===== src/rtl/soc_vga_scanout_if.sv =====
// Framebuffer read-port bundle between the scanout engine and the
// framebuffer's port B: byte address out, byte data back one cycle later.
interface soc_vga_scanout_if #(
    parameter int ADDR_WIDTH_B = 32
);
    logic [ADDR_WIDTH_B-1:0] word_addr_b;
    logic [7:0]              read_data_b;

    modport master (output word_addr_b, input  read_data_b);
    modport slave  (input  word_addr_b, output read_data_b);
endinterface


===== src/rtl/soc_vga_scanout.sv =====
// VGA timing generator and RGB332 scanout. Stage 0 holds the raster
// counters and drives the framebuffer address; stage 1 waits out the
// framebuffer read latency; stage 2 registers pins so syncs and colour
// leave together two cycles after the counter state.
module soc_vga_scanout #(
    parameter int ADDR_WIDTH_B = 32,
    parameter int H_ACTIVE     = 640,
    parameter int H_FP         = 16,
    parameter int H_SYNC       = 96,
    parameter int H_BP         = 48,
    parameter int V_ACTIVE     = 480,
    parameter int V_FP         = 10,
    parameter int V_SYNC       = 2,
    parameter int V_BP         = 33,
    parameter int FB_WIDTH     = 320
) (
    input  logic               vga_clk,
    input  logic               res,
    input  logic               display_en,
    soc_vga_scanout_if.master  fb,
    output logic [3:0]         vga_r,
    output logic [3:0]         vga_g,
    output logic [3:0]         vga_b,
    output logic               vga_hs,
    output logic               vga_vs,
    output logic               vblank,
    output logic               frame_start
);
    localparam int H_TOTAL = H_ACTIVE + H_FP + H_SYNC + H_BP;
    localparam int V_TOTAL = V_ACTIVE + V_FP + V_SYNC + V_BP;
    localparam int HW      = $clog2(H_TOTAL);
    localparam int VW      = $clog2(V_TOTAL);
    localparam int AW      = $clog2(FB_WIDTH * (V_ACTIVE / 2));

    localparam logic [HW-1:0] H_LAST   = HW'(H_TOTAL - 1);
    localparam logic [VW-1:0] V_LAST   = VW'(V_TOTAL - 1);
    localparam logic [HW-1:0] H_ACT    = HW'(H_ACTIVE);
    localparam logic [VW-1:0] V_ACT    = VW'(V_ACTIVE);
    localparam logic [HW-1:0] HS_START = HW'(H_ACTIVE + H_FP);
    localparam logic [HW-1:0] HS_END   = HW'(H_ACTIVE + H_FP + H_SYNC);
    localparam logic [VW-1:0] VS_START = VW'(V_ACTIVE + V_FP);
    localparam logic [VW-1:0] VS_END   = VW'(V_ACTIVE + V_FP + V_SYNC);

    logic [HW-1:0] h_cnt;
    logic [VW-1:0] v_cnt;
    logic          active0;
    logic [AW-1:0] row_base;
    logic [AW-1:0] pix_addr;

    logic s1_active, s1_hs, s1_vs, s1_vblank, s1_fs;

    // Raster counters: h wraps every line, v advances on the h wrap edge
    always_ff @(posedge vga_clk or negedge res) begin
        if (!res) begin
            h_cnt <= '0;
            v_cnt <= '0;
        end else if (h_cnt == H_LAST) begin
            h_cnt <= '0;
            v_cnt <= (v_cnt == V_LAST) ? '0 : v_cnt + 1'b1;
        end else begin
            h_cnt <= h_cnt + 1'b1;
        end
    end

    assign active0 = (h_cnt < H_ACT) && (v_cnt < V_ACT);

    // Row base for the halved y; the 320-byte pitch reduces to two shifts
    if (FB_WIDTH == 320) begin : g_pitch320
        always_comb begin
            row_base = (AW'(v_cnt[VW-1:1]) << 8) + (AW'(v_cnt[VW-1:1]) << 6);
        end
    end else begin : g_pitch_mul
        always_comb begin
            row_base = AW'(v_cnt[VW-1:1]) * AW'(FB_WIDTH);
        end
    end

    // Byte address for the current pixel; parked at 0 while blanking
    always_comb begin
        pix_addr       = row_base + AW'(h_cnt[HW-1:1]);
        fb.word_addr_b = active0 ? ADDR_WIDTH_B'(pix_addr) : '0;
    end

    // Stage 1: timing flags travel alongside the framebuffer read
    always_ff @(posedge vga_clk or negedge res) begin
        if (!res) begin
            s1_active <= 1'b0;
            s1_hs     <= 1'b1;
            s1_vs     <= 1'b1;
            s1_vblank <= 1'b0;
            s1_fs     <= 1'b0;
        end else begin
            s1_active <= active0;
            s1_hs     <= !((h_cnt >= HS_START) && (h_cnt < HS_END));
            s1_vs     <= !((v_cnt >= VS_START) && (v_cnt < VS_END));
            s1_vblank <= (v_cnt >= V_ACT);
            s1_fs     <= (h_cnt == '0) && (v_cnt == '0);
        end
    end

    // Stage 2: expand RGB332 to 4-4-4 and register all pins together
    always_ff @(posedge vga_clk or negedge res) begin
        if (!res) begin
            vga_r       <= '0;
            vga_g       <= '0;
            vga_b       <= '0;
            vga_hs      <= 1'b1;
            vga_vs      <= 1'b1;
            vblank      <= 1'b0;
            frame_start <= 1'b0;
        end else begin
            if (s1_active && display_en) begin
                vga_r <= {fb.read_data_b[7:5], fb.read_data_b[7]};
                vga_g <= {fb.read_data_b[4:2], fb.read_data_b[4]};
                vga_b <= {fb.read_data_b[1:0], fb.read_data_b[1:0]};
            end else begin
                vga_r <= '0;
                vga_g <= '0;
                vga_b <= '0;
            end
            vga_hs      <= s1_hs;
            vga_vs      <= s1_vs;
            vblank      <= s1_vblank;
            frame_start <= s1_fs;
        end
    end
endmodule

===== src/flat_wrapper.sv =====
// flat-port wrapper written by rule: the top's interface ports become plain ports
module soc_vga_scanout_flat 
#(
    parameter int ADDR_WIDTH_B = 32,
    parameter int H_ACTIVE     = 640,
    parameter int H_FP         = 16,
    parameter int H_SYNC       = 96,
    parameter int H_BP         = 48,
    parameter int V_ACTIVE     = 480,
    parameter int V_FP         = 10,
    parameter int V_SYNC       = 2,
    parameter int V_BP         = 33,
    parameter int FB_WIDTH     = 320
)
  (vga_clk, res, display_en, vga_r, vga_g, vga_b, vga_hs, vga_vs, vblank, frame_start, fb_word_addr_b, fb_read_data_b);
  soc_vga_scanout_if #(.ADDR_WIDTH_B(ADDR_WIDTH_B)) fb_i ();
  input  logic vga_clk;
  input  logic res;
  input  logic display_en;
  output logic [3:0] vga_r;
  output logic [3:0] vga_g;
  output logic [3:0] vga_b;
  output logic vga_hs;
  output logic vga_vs;
  output logic vblank;
  output logic frame_start;
  output wire logic [$bits(fb_i.word_addr_b)-1:0] fb_word_addr_b;
  input wire logic [$bits(fb_i.read_data_b)-1:0] fb_read_data_b;
  assign fb_word_addr_b = fb_i.word_addr_b;
  assign fb_i.read_data_b = fb_read_data_b;
  soc_vga_scanout #(.ADDR_WIDTH_B(ADDR_WIDTH_B), .H_ACTIVE(H_ACTIVE), .H_FP(H_FP), .H_SYNC(H_SYNC), .H_BP(H_BP), .V_ACTIVE(V_ACTIVE), .V_FP(V_FP), .V_SYNC(V_SYNC), .V_BP(V_BP), .FB_WIDTH(FB_WIDTH)) u_core (.vga_clk(vga_clk), .res(res), .display_en(display_en), .fb(fb_i), .vga_r(vga_r), .vga_g(vga_g), .vga_b(vga_b), .vga_hs(vga_hs), .vga_vs(vga_vs), .vblank(vblank), .frame_start(frame_start));
endmodule

===== config.mk =====
export PLATFORM = sky130hd
export DESIGN_NAME = soc_vga_scanout_flat
export DESIGN_NICKNAME = d
export VERILOG_FILES = /design/src/rtl/soc_vga_scanout_if.sv /design/src/rtl/soc_vga_scanout.sv /design/src/flat_wrapper.sv
export SDC_FILE = /design/constraint.sdc
export NUM_CORES = 1
export LEC_CHECK = 0
export BUFFER_PORTS_ARGS = -buffer_cell sky130_fd_sc_hd__buf_2
export CAP_MARGIN = 20
export CORE_ASPECT_RATIO = 0.9
export CORE_MARGIN = 1.5
export CORE_UTILIZATION = 38
export CTS_CLUSTER_DIAMETER = 200
export CTS_CLUSTER_SIZE = 14
export DETAILED_ROUTE_END_ITERATION = 8
export PLACE_DENSITY_LB_ADDON = 0.08
export SLEW_MARGIN = 10
export SYNTH_ARGS = -nofsm -noshare
export SYNTH_HDL_FRONTEND = slang
export SYNTH_SLANG_ARGS = --single-unit

===== constraint.sdc =====
create_clock -name vga_clk -period 4.3 [get_ports vga_clk]
set_input_delay 0.215 -clock vga_clk [delete_from_list [all_inputs] [get_ports vga_clk]]
set_output_delay 0.215 -clock vga_clk [all_outputs]
set_load 0.03 [all_outputs]

# Word level (Yosys, flattened, before mapping)

Cells that the tools add are included.

Register bits after elaboration: 41
Input port bits: 11
Logic and storage cells: 42

Add/sub/neg operators: 4
Order comparisons: 7
Equal/unequal tests: 2
Multiplexer cells: 6
Reductions and logical operators: 9

Operators with widths:

| kind                                                                                  | count |
|---|---|
| 10-bit by 1-bit adder with 10-bit output (second input constant)                      | 2 |
| 10-bit == test (second input constant)                                                | 2 |
| 10-bit by 9-bit greater-or-equal comparator with 1-bit output (second input constant) | 2 |
| 10-bit logical NOT                                                                    | 2 |
| 10-bit less-than comparator (second input constant)                                   | 2 |
| 10-bit by 9-bit less-than comparator with 1-bit output (second input constant)        | 2 |
| 10-bit 2-to-1 mux                                                                     | 2 |
| 17-bit by 15-bit adder with 17-bit output                                             | 1 |
| 17-bit by 9-bit adder with 17-bit output                                              | 1 |
| 17-bit 2-to-1 mux                                                                     | 1 |
| 4-bit 2-to-1 mux                                                                      | 3 |
| 10-bit greater-or-equal comparator (second input constant)                            | 1 |
| 1-bit logical AND                                                                     | 5 |
| 1-bit logical NOT                                                                     | 2 |

# Longest topological paths before layout

Depth after elaboration: 3
Mapped depth: 9

# Least setup slack after synthesis

OpenSTA, ideal clock, no wires.

Kind: reg2out
Start point: register u_core.v_cnt[1]
End point: output port fb_word_addr_b[15]
Data arrival time: 2.847 ns
Data required time: 4.085 ns
Path slack: 1.238 ns
Cell stages (with the launch flop): 9
Cell sequence: dfrtp_1 inv_1 fa_1 inv_1 fa_1 a211oi_1 nor2_1 a221oi_1 mux2i_1

Cells in the longest elaborated chain, start to end: 3
Elaborated cells on any way between the ends: 5
Classes of those cells: add/sub: 2; order compare: 1; mux: 1; reduce/logical: 1

Ends and longest elaborated chain:

| element                                                                                                             | line                                         | source |
|---|---|---|
| start, declared                                                                                                     | soc_vga_scanout.sv:45                        | `logic [VW-1:0] v_cnt;` |
| start signal, assigned                                                                                              | soc_vga_scanout.sv:59                        | `v_cnt <= (v_cnt == V_LAST) ? '0 : v_cnt + 1'b1;` |
| 17-bit by 15-bit adder with 17-bit output or 10-bit by 9-bit less-than comparator with 1-bit output (tied branches) | soc_vga_scanout.sv:70, soc_vga_scanout.sv:65 |  |
| 17-bit by 9-bit adder with 17-bit output or 1-bit logical AND (tied branches)                                       | soc_vga_scanout.sv:80, soc_vga_scanout.sv:65 |  |
| 17-bit 2-to-1 mux (*)                                                                                               | soc_vga_scanout.sv:81                        | `fb.word_addr_b = active0 ? ADDR_WIDTH_B'(pix_addr) : '0;` |
| end, declared                                                                                                       | flat_wrapper.sv:27                           | `output wire logic [$bits(fb_i.word_addr_b)-1:0] fb_word_addr_b;` |

Mark *: on every way between the ends. The rest lies on a longest branch, timed or not.

# Worst setup path after layout

Start point: register u_core.h_cnt[9]
End point: output port fb_word_addr_b[15]

Cells in the longest elaborated chain, start to end: 3
Elaborated cells on any way between the ends: 4
Classes of those cells: add/sub: 1; order compare: 1; mux: 1; reduce/logical: 1

Ends and longest elaborated chain:

| element                                                                          | line                  | source |
|---|---|---|
| start, declared                                                                  | soc_vga_scanout.sv:44 | `logic [HW-1:0] h_cnt;` |
| start signal, assigned                                                           | soc_vga_scanout.sv:61 | `h_cnt <= h_cnt + 1'b1;` |
| branches (longest 2 deep; another with 17-bit by 9-bit adder with 17-bit output) | --                    |  |
| 17-bit 2-to-1 mux (*)                                                            | soc_vga_scanout.sv:81 |  |

Mark *: on every way between the ends.

==> results by group <==
Job
  – Max-Cap Viols: 0

Clocking
  – Post-CTS Resized: 0
  – CTS Buffer Depth: 2
  – TritonCTS clock tree: done
  – Hold buffers post-CTS: 0
  – CTS clock-pin slew for the worst setup and hold paths: 0.07 ns
  – Clk_lat worst skew: 0.28 ns
  – Post-CTS Setup Inserts: 0
  – CTS H-tree depth: 2
  – Clk sinks: 37
  – Number of CTS-inserted buffers: 5
  – Root Buffer: clkbuf_8

STA
  – Rel. slew slack: 0.465
  – Endpoints failing hold: 0
  – Fmax: 297 MHz
  – Fin crit share: 0.783
  – Final setup vio count: 0
  – Max Clock Skew: 0.00349 ns
  – Final slew viol count: 0
  – WHS: 0.0136 ns
  – RSZ-0062 raised after global routing: false
  – Setup_tns: 0 ns
  – Slew @ Worst Pin: 0.803 ns
  – Min Tclk post-route: 3.37 ns

Critical path
  – Delay-heaviest family, CP: adder cells
  – Crit end category: output pin
  – CP cell instances: inv_1 -> fa_1 -> inv_1 -> fa_1 -> a211oi_1 -> nor2_1 -> a221oi_1 -> mux2i_1 -> buf_2
  – Reg-to-reg critical path endpoint: u_core.v_cnt[3]
  – Worst reg2reg path depth: 6
  – Req. time, crit path: 4.09 ns
  – Worst Setup SP: u_core.h_cnt[9]
  – Crit start category: flop
  – R2R setup slack: 2.27 ns
  – Crit path to: fb_word_addr_b[15]
  – CP bufs+invs: 3
  – CP Data Arrival Time: 3.15 ns
  – Crit Path Category: reg -> out
  – Reg2reg start: u_core.v_cnt[1]
  – Crit-path max cell delay: 0.52 ns
  – CP Max Fanout: 9
  – CP Depth: 9
  – CP max-delay cell: dfrtp_1

Power and ir drop
  – Logic pwr share: 0.068
  – Internal Power: 0.549 mW
  – Peak supply drop: 0.000107 V
  – Net switching power: 0.165 mW
  – Reg power frac: 0.494
  – Switching share of total power: 0.231
  – Clk pwr share: 0.438
  – Leakage: 1.43 nW
  – PD cells: 264 nW/µm²

Drt
  – Routed Antenna Nets: 0
  – Via count: 1787
  – Routed len/inst: 12.7 µm
  – Number of vias per cell: 4.78
  – Iter 0 DRT Violations: 57
  – Final WL: 4.76 mm
  – Drt pass-1 iters: 4
  – DRC Markers: 0

Floorplan
  – Die Y: 78.6 µm
  – Chip width: 87.0 µm
  – Starting Density: 0.395
  – Cell Rows: 27
  – Top Ports: 59
  – Core area: 6110 µm²
  – Full die area: 6840 µm²

Cells and area
  – Fill cells: 624
  – NumNets Final: 320
  – Layout cells sized above 1: 0.216
  – Sequential cell area: 931 µm²
  – ANT cells: 0
  – Area Overhead vs Synth: 11.9%
  – Area of the multi-input gates: 1270 µm²

Yosys
  – Synth warnings: 0
  – Area leader, netlist: dfrtp_1
  – Mapped Area: 2410 µm²
  – Post-synth EDFFs: 0
  – Synthesized flop and latch total: 37
  – Cells after synthesis: 249
  – Area share of the largest cell type after synthesis: 0.342
  – Main synth FF type: dfrtp_1
  – Post-synth top cells: dfrtp_1, ha_1, buf_4
  – Synth cell types: 46
  – Syn avg cell area: 9.69 µm²
  – Synth area leaders: dfrtp_1, ha_1, buf_4, dfstp_2, xnor2_1
  – Part of the Yosys area used for sequential elements: 0.386
  – Post-synthesis async set-or-reset flop share: 1.00
  – Top-count cell post-synth: dfrtp_1

Global routing
  – Global route overflow: 0
  – Initial antenna violation count: 0
  – Total Routing Usage GR: 0.151
  – Pin count of the biggest net entering global routing: 38
  – Global-route wire length before repair: 8.02 mm
  – Vias in the first global route: 1632

Placement
  – Port Buffers: 43
  – Post-detail-place hpwl: 3.45 mm
  – Gpl congestion: 0.894

Worst hold path
  – Hold Path Class: in -> async

Status
  – Status: complete, no violations
final cells by class:
cell class                 instances  share of cell area
clock buffer                       6              0.0306
tap                               87              0.0403
sequential                        37               0.345
clock inverter                     2              0.0139
inverter                          14              0.0195
multi-input combinational        185               0.472
timing repair buffer              43              0.0797
worst reg2reg max path: cells and delay by family, from the launching register on:
family                     cells  cell delay, ns
AOI/OAI and AO/OA              2            0.37
and+or+nand+nor                2            0.79
buffers and inverters          1            0.14
DFF                            1            0.44
adders and majority gates      1            0.18
sequential cells by signal (all words and copies together) (netlist names):
| signal | cells |
|---|---|
| u_core.frame_start | 1 |
| u_core.h_cnt | 10 |
| u_core.s1_active | 1 |
| u_core.s1_fs | 1 |
| u_core.s1_hs | 1 |
| u_core.s1_vblank | 1 |
| u_core.s1_vs | 1 |
| u_core.v_cnt | 10 |
| u_core.vblank | 1 |
| u_core.vga_b | 2 |
| u_core.vga_g | 3 |
| u_core.vga_hs | 1 |
| u_core.vga_r | 3 |
| u_core.vga_vs | 1 |
cells by family after synthesis:
family,Yosys count,synth area share
XOR/XNOR,14,0.0508
other,1,0.00155
adder cells (fa/ha/maj),23,0.125
buffers and inverters,41,0.108
AO/OA/AOI/OAI,35,0.0944
flip-flops,37,0.386
AND/OR/NAND/NOR,95,0.221
multiplexers,3,0.0124
how the worst min path moves through the flow:
stage                              end
floorplan           u_core.frame_start
global placement         u_core.vblank
detailed placement       u_core.vblank
CTS                    u_core.vga_g[1]
global route           u_core.vga_r[0]
finish                 u_core.vga_g[1]
layout by cell type, fill, tap and decap left out, types with 5 or more instances in the layout:
| master | instances |
|---|---|
| nor3_1 | 8 |
| xor2_1 | 5 |
| buf_2 | 43 |
| nor2_1 | 17 |
| dfrtp_1 | 33 |
| nand3_1 | 14 |
| o21ai_0 | 12 |
| inv_1 | 14 |
| nand2_1 | 17 |
| clkbuf_8 | 6 |
| ha_1 | 21 |
| conb_1 | 15 |
| and3_1 | 9 |
| xnor2_1 | 9 |
| and2_1 | 7 |
stage by stage:
| stage | worst slack (ns) | instances | instance area, µm² | util | power, mW |
|---|---|---|---|---|---|
| 3_3_place_gp | 1.24 | 366 | 2580 | 0.422 | 0.409 |
| 2_1_floorplan | 1.24 | 263 | 2470 | - | 0.405 |
| 3_5_place_dp | 1.24 | 366 | 2580 | 0.422 | 0.409 |
| 4_1_cts | 0.881 | 374 | 2700 | 0.442 | 0.725 |
| 6_report | 0.932 | 374 | 2700 | 0.442 | 0.714 |
| 5_1_grt | 0.674 | 374 | 2700 | 0.442 | 0.747 |
power groups by stage:
stage	clock [mW]	combinational (mW)	sequential, mW
after floorplan	0	0.0369	0.368
after global placement	0	0.0494	0.359
after detailed placement	0	0.0492	0.360
after CTS	0.323	0.0493	0.353
after global routing	0.341	0.0528	0.353
final	0.313	0.0485	0.353
per-layer routing:
metal | share of wire | up-vias | track usage
met5 | 0 | - | 0
met4 | 0.0084 | 0 | 0.0435
met3 | 0.056 | 5 | 0.0400
met2 | 0.42 | 48 | 0.212
met1 | 0.51 | 823 | 0.226
li1 | - | 911 | -
Power figures use the tool's default switching activity.
